### config.mk
export PLATFORM = sky130hd
export DESIGN_NAME = adc_sample_reader
export DESIGN_NICKNAME = d
export VERILOG_FILES = /design/src/rtl/adc_sample_reader.sv
export SDC_FILE = /design/constraint.sdc
export NUM_CORES = 1
export LEC_CHECK = 0
export ABC_AREA = 1
export CELL_PAD_IN_SITES_DETAIL_PLACEMENT = 0
export CELL_PAD_IN_SITES_GLOBAL_PLACEMENT = 1
export CORE_MARGIN = 3
export CORE_UTILIZATION = 36
export DETAILED_ROUTE_END_ITERATION = 12
export GPL_ROUTABILITY_DRIVEN = 0
export PLACE_DENSITY_LB_ADDON = 0.05
export SLEW_MARGIN = 20
export SYNTH_ARGS = -nofsm -noshare
export SYNTH_HDL_FRONTEND = slang
export SYNTH_SLANG_ARGS = --single-unit
### constraint.sdc
create_clock -name CLK -period 1.8 [get_ports CLK]
set_clock_uncertainty 0.2 [all_clocks]
set_input_delay 0.45 -clock CLK [delete_from_list [all_inputs] [get_ports CLK]]
set_output_delay 0.45 -clock CLK [all_outputs]
set_load 0.02 [all_outputs]
### src/rtl/adc_sample_reader.sv
// ---------------------------------------------------------------------------
// adc_sample_reader
//
// Acquisition controller for the panel-voltage path. For each START it issues
// 2^AVG_LOG2 start-of-conversion pulses to the XADC wrapper, one at a time.
// After each pulse it waits for end-of-conversion and captures the 12-bit
// result into a boxcar accumulator. When the last sample arrives it publishes
// the truncated mean together with a one-cycle valid strobe. If a conversion
// does not complete within TIMEOUT wait cycles, the acquisition is abandoned
// and a sticky error flag is raised.
//
// Parameters:
//   AVG_LOG2  log2 of samples per average (0..4); N = 2**AVG_LOG2
//   TIMEOUT   WAIT cycles allowed per conversion before abort (>= 2)
//
// Ports:
//   CLK       system clock (pll_clk domain)
//   RST       synchronous, active-high reset
//   START     acquisition request, only honoured while idle
//   ADC_EOC   end-of-conversion pulse from the XADC
//   ADC_DATA  conversion result, valid while ADC_EOC = 1
//   ADC_SOC   registered start-of-conversion pulse, one cycle wide
//   V_AVG     last completed averaged voltage
//   V_VALID   one-cycle strobe, coincident with a V_AVG update
//   BUSY      high in every state except IDLE
//   ERR       sticky conversion-timeout flag
// ---------------------------------------------------------------------------
module adc_sample_reader #(
    parameter int AVG_LOG2 = 3,
    parameter int TIMEOUT  = 255
) (
    input  logic        CLK,
    input  logic        RST,
    input  logic        START,
    input  logic        ADC_EOC,
    input  logic [11:0] ADC_DATA,
    output logic        ADC_SOC,
    output logic [11:0] V_AVG,
    output logic        V_VALID,
    output logic        BUSY,
    output logic        ERR
);

    // Samples per average and register widths. The accumulator is wide enough
    // for N full-scale samples, so the sum never overflows.
    localparam int N     = 1 << AVG_LOG2;
    localparam int ACC_W = 12 + AVG_LOG2;
    localparam int CNT_W = AVG_LOG2 + 1;
    localparam int TMR_W = ($clog2(TIMEOUT + 1) > 8) ? $clog2(TIMEOUT + 1) : 8;

    localparam logic [CNT_W-1:0] LAST_CNT = CNT_W'(N - 1);
    localparam logic [TMR_W-1:0] LAST_TMR = TMR_W'(TIMEOUT - 1);

    typedef enum logic [1:0] {
        ST_IDLE = 2'd0,
        ST_SOC  = 2'd1,
        ST_WAIT = 2'd2,
        ST_DONE = 2'd3
    } state_t;

    state_t            state_reg;
    logic [ACC_W-1:0]  acc_reg;
    logic [CNT_W-1:0]  cnt_reg;
    logic [TMR_W-1:0]  tmr_reg;
    logic              adc_soc_reg;
    logic [11:0]       v_avg_reg;
    logic              v_valid_reg;
    logic              busy_reg;
    logic              err_reg;

    // Running sum including the sample currently on ADC_DATA.
    logic [ACC_W-1:0]  acc_sum;
    assign acc_sum = acc_reg + ACC_W'(ADC_DATA);

    // The TIMEOUT-th WAIT cycle is the one where the timer still shows
    // TIMEOUT-1. The timer starts at zero in the first WAIT cycle.
    logic              wait_expired;
    assign wait_expired = (tmr_reg == LAST_TMR);

    always_ff @(posedge CLK) begin
        if (RST) begin
            state_reg   <= ST_IDLE;
            acc_reg     <= '0;
            cnt_reg     <= '0;
            tmr_reg     <= '0;
            adc_soc_reg <= 1'b0;
            v_avg_reg   <= '0;
            v_valid_reg <= 1'b0;
            busy_reg    <= 1'b0;
            err_reg     <= 1'b0;
        end else begin
            // Strobes are high for exactly one cycle unless re-armed below.
            adc_soc_reg <= 1'b0;
            v_valid_reg <= 1'b0;

            case (state_reg)
                ST_IDLE: begin
                    // Conversion results arriving here are ignored.
                    if (START) begin
                        acc_reg     <= '0;
                        cnt_reg     <= '0;
                        tmr_reg     <= '0;
                        err_reg     <= 1'b0;
                        adc_soc_reg <= 1'b1;
                        busy_reg    <= 1'b1;
                        state_reg   <= ST_SOC;
                    end
                end

                ST_SOC: begin
                    // An EOC seen here belongs to an earlier request and is
                    // deliberately dropped.
                    tmr_reg   <= '0;
                    state_reg <= ST_WAIT;
                end

                ST_WAIT: begin
                    tmr_reg <= tmr_reg + 1'b1;
                    // A sample arriving in the final allowed cycle still
                    // counts, so EOC takes priority over the timeout.
                    if (ADC_EOC) begin
                        if (cnt_reg == LAST_CNT) begin
                            // The top 12 bits of the full sum are the
                            // truncated mean (sum >> AVG_LOG2).
                            v_avg_reg   <= acc_sum[ACC_W-1 -: 12];
                            v_valid_reg <= 1'b1;
                            state_reg   <= ST_DONE;
                        end else begin
                            acc_reg     <= acc_sum;
                            cnt_reg     <= cnt_reg + 1'b1;
                            adc_soc_reg <= 1'b1;
                            state_reg   <= ST_SOC;
                        end
                    end else if (wait_expired) begin
                        // Abandon the acquisition. The partial sum is
                        // discarded and the published average is kept.
                        err_reg   <= 1'b1;
                        acc_reg   <= '0;
                        cnt_reg   <= '0;
                        busy_reg  <= 1'b0;
                        state_reg <= ST_IDLE;
                    end
                end

                ST_DONE: begin
                    busy_reg  <= 1'b0;
                    state_reg <= ST_IDLE;
                end

                default: begin
                    busy_reg  <= 1'b0;
                    state_reg <= ST_IDLE;
                end
            endcase
        end
    end

    assign ADC_SOC = adc_soc_reg;
    assign V_AVG   = v_avg_reg;
    assign V_VALID = v_valid_reg;
    assign BUSY    = busy_reg;
    assign ERR     = err_reg;

endmodule

; Yosys cells after proc, flatten, opt, wreduce, memory -nomap -nowiden
; Cells that the tools add are included.
[word_totals]
register_bits = 45
in_bits = 16
out_inout_bits = 16
word_cells = 65
[op_classes]
addsub = 3
n_eq_ne = 10
mux = 30
n_bitwise = 2
n_reduce_logical = 11
[op_table]
columns = cell, count
row1 = $mux 15, 4
row2 = $pmux 15 s2, 1
row3 = $pmux 8 s3, 1
row4 = $mux 4, 4
row5 = $add 15x12->15, 1
row6 = $reduce_and 4->1, 3
row7 = $mux 1, 10
row8 = $add 8x1->8 const B, 1
row9 = $eq 8x8->1 const B, 1
row10 = $mux 2, 4
row11 = $mux 8, 1
row12 = $pmux 2 s4, 1
row13 = $pmux 4 s2, 1
row14 = $ne 2x2->1 const B, 3
row15 = $ne 3x3->1 const B, 2
row16 = $reduce_bool 3->1, 2
row17 = $add 4x1->4 const B, 1
row18 = $eq 2x2->1 const B, 2
row19 = $eq 4x3->1 const B, 1
row20 = $pmux 1 s2, 2
row21 = $reduce_and 2->1, 2
row22 = $pmux 1 s3, 1
row23 = $reduce_and 3->1, 1
row24 = $reduce_or 3->1, 1
row25 = other kinds (4), 5

; Logic depth before layout (Yosys ltp)
[logic_depth]
ltp_word = 4
depth_mapped = 13

; Worst setup path after synthesis
; No wires, ideal clock.
[synth_path]
path_kind = input-to-reg
start = input ADC_DATA[0]
end = register v_avg_reg[7] (netlist: V_AVG[7])
setup_ns = 0.115
t_arrival_ns = 1.708
path_slack_ns = -0.224
path_stages = 12
path_buffers = 0
path_cell_list = ha_1 fa_1 nand2_1 nand2_1 nand3_1 nand2_1 nand2_1 nand2_1 nand2_1 nand2_1 o21ai_0 inv_1
[synth_between]
elab_chain_len = 1
[synth_rtl]
columns = item, line
row1 = from (decl), 36  ; input logic [11:0] ADC_DATA,
row2 = $add 15x12->15, 73  ; assign acc_sum = acc_reg + ACC_W'(ADC_DATA);
row3 = to (signal assigned), 125  ; v_avg_reg <= acc_sum[ACC_W-1 -: 12];
row4 = to (decl), 66  ; logic [11:0] v_avg_reg;
; No other way between the ends.
; A chain may end at the register's enable or synchronous reset.

; Final worst setup path
[layout_path]
start = input ADC_DATA[0]
end = register v_avg_reg[5] (netlist: V_AVG[5])
; Same word-level chain as after synthesis.

==> reports/metrics.cfg <==
[synth]
netlist_top_cells_area=dfxtp_1 (33%), nand2_1 (16%), inv_1 (8.5%)
yosysWarningCount=0
synth-seq-cells=45
syn_nets=443
yosysSeqAreaShare=0.328
synthTopCellsByCount=nand2_1 (118), inv_1 (62), dfxtp_1 (45)
synth_edf_count=0
syn_area_um2=2750
synth_top_area_cell=dfxtp_1
async_flop_share=0
synth_cells=411
synth_cell_types=38
ys.flop_type=dfxtp_1
syn_area_per_cell_um2=6.69
synth_top_area_share=0.328
synth.most_common_cell=nand2_1

[critical_path]
max_stage_delay_ps=370
critPathMaxFanout=3
end_kind=flop
crit_chain=clkdlybuf4s15_2 > ha_4 > fa_2 > nand3_2 > nand3_4 > a21oi_2 > xor2_1 > buf_4 > o21ai_2 > inv_1
critical-path-slowest-cell=fa_2
arrival_ps=1950
cp-start-kind=input pin
crit_type=in2reg
crit_required_ps=1860

[layout]
regArea_um2=912
fin_area_um2=4100
area_growth_pct=49.0
num-nets-final=514
finalNonFillerCells=582
multi_input_comb_area_um2=2040
utilization=0.559
diodes=0
largest_reg_flops=15
drive_above_1_share=0.356
fillers=705

[sta]
setup_tns_ps=-414
finalCriticalPeriod_ps=1890
final.setup.worst_slack_ps=-94.2
timing.fmax_ghz=0.528
slew_headroom=0.715
rsz0062_at_grt=true
slew_viol_final=0
hold_ws_ps=286
final_hold_viol_count=0
worst_pin_slew_ps=428
fin_crit_sh=1.05
setup-violations-final=9

[floorplanning]
die_h_um=93.4
rows=31
core_um2=7330
dieArea_um2=8720
initial_core_util=0.375
ios=32
fp.dieW_um=93.4

[route]
ant_nets=0
first_pass_iters=4
vias_per_cell=4.63
via_count=2693
avgRoutedWirePerCell_um=12.2
drc=0
drtIter0Drc=74
drt-total-wl_um=7120

[placed_design]
hpwl_um=5230
dp_slack_ps=-742
dp_cells=567
dpl_cell_area_um2=3480
port_buffers=31

[clock_network]
cts.path.max_buffers=2
cts_tree=built
clk_pin_slew_ps=90
postCtsHoldBufs=0
cts.htree.levels=2
cts-root-buf=clkbuf_8
numCtsBuffers=5
clock_latency_ps=300
cts_sinks=45

[pwr]
leakage_nw=1.96
ir_drop_mv=0.392
total_power_mw=2.63
pwr_density_cell_nw_per_um2=642

[status]
status=finished, violations left
violations=setup timing

[global_route]
grt_pass1_wl_um=11700
antenna_found_initial=0
grt.overflow.total=0
grt_pass1_vias=2528
grt_use_total=0.167
grt_max_degree=29

[min_path]
min_path_type=reg2reg

[run]
cap_violations=0

kinds of logic (layout without fill, tap and decap cells):
logic type      count (synthesis)  after routing  synth area share
simple gates                  210            210             0.335
buf+inv                        74            146             0.108
compound gates                 59             59             0.131
flops                          45             45             0.328
fa+ha+maj                      16             16            0.0755
xor+xnor                        7              7            0.0223
routing by layer:
metal | global-route usage | wire [µm] | up-vias
li1 | - | - | 1424
met1 | 0.229 | 3450 | 1223
met2 | 0.270 | 3350 | 40
met3 | 0.0330 | 265 | 6
met4 | 0.0391 | 54 | 0
met5 | 0 | 0 | -
critical path, delay by kind of cell:
| family | cells | cell delay, ps |
|---|---|---|
| compound gates | 2 | 190 |
| xor+xnor | 1 | 190 |
| simple gates | 2 | 190 |
| fa+ha+maj | 2 | 530 |
| buf+inv | 3 | 390 |
power breakdown:
group          switching [mW]  total [mW]  internal, mW
clock network           0.364       0.916         0.552
registers              0.0270        1.05          1.03
logic                   0.356       0.662         0.306
total                   0.747        2.63          1.88
cell type report:
class                           count  share of cell area
Multi-Input combinational cell    292               0.497
Sequential cell                    45               0.223
Timing Repair Buffer               72               0.158
Inverter                           66              0.0604
Tap cell                           99              0.0302
Clock buffer                        5              0.0168
Clock inverter                      3              0.0159
path summary, 6_finish.rpt:
check	cells after the start	end	startpoint	slack [ps]
worst min register to register	2	ERR	ERR	290
worst max-delay path	10	V_AVG[5]	ADC_DATA[0]	-90
worst min-delay path	2	ERR	ERR	290
worst max register to register	9	V_AVG[5]	acc_reg[0]	-90
placed cells by master (no fill, tap or decap), drive strengths merged, types with 2 or more instances in the layout:
cell type,instances
nand2,128
inv,66
nor2,48
dfxtp,45
buf,41
a21oi,33
dlygate4sd2,25
nand3,24
o21ai,16
ha,15
xor2,7
clkbuf,5
nand4,3
clkdlybuf4s50,3
or2,3
clkdlybuf4s15,3
a211oi,2
a31o,2
bufinv,2
what timing repair did:
item                                    CTS  global route
pin swaps                                26            34
resized for setup                        68            75
endpoints found under the setup margin   41            29
buffers inserted                          2             6
No activity file was read; power rests on OpenSTA's default activity.
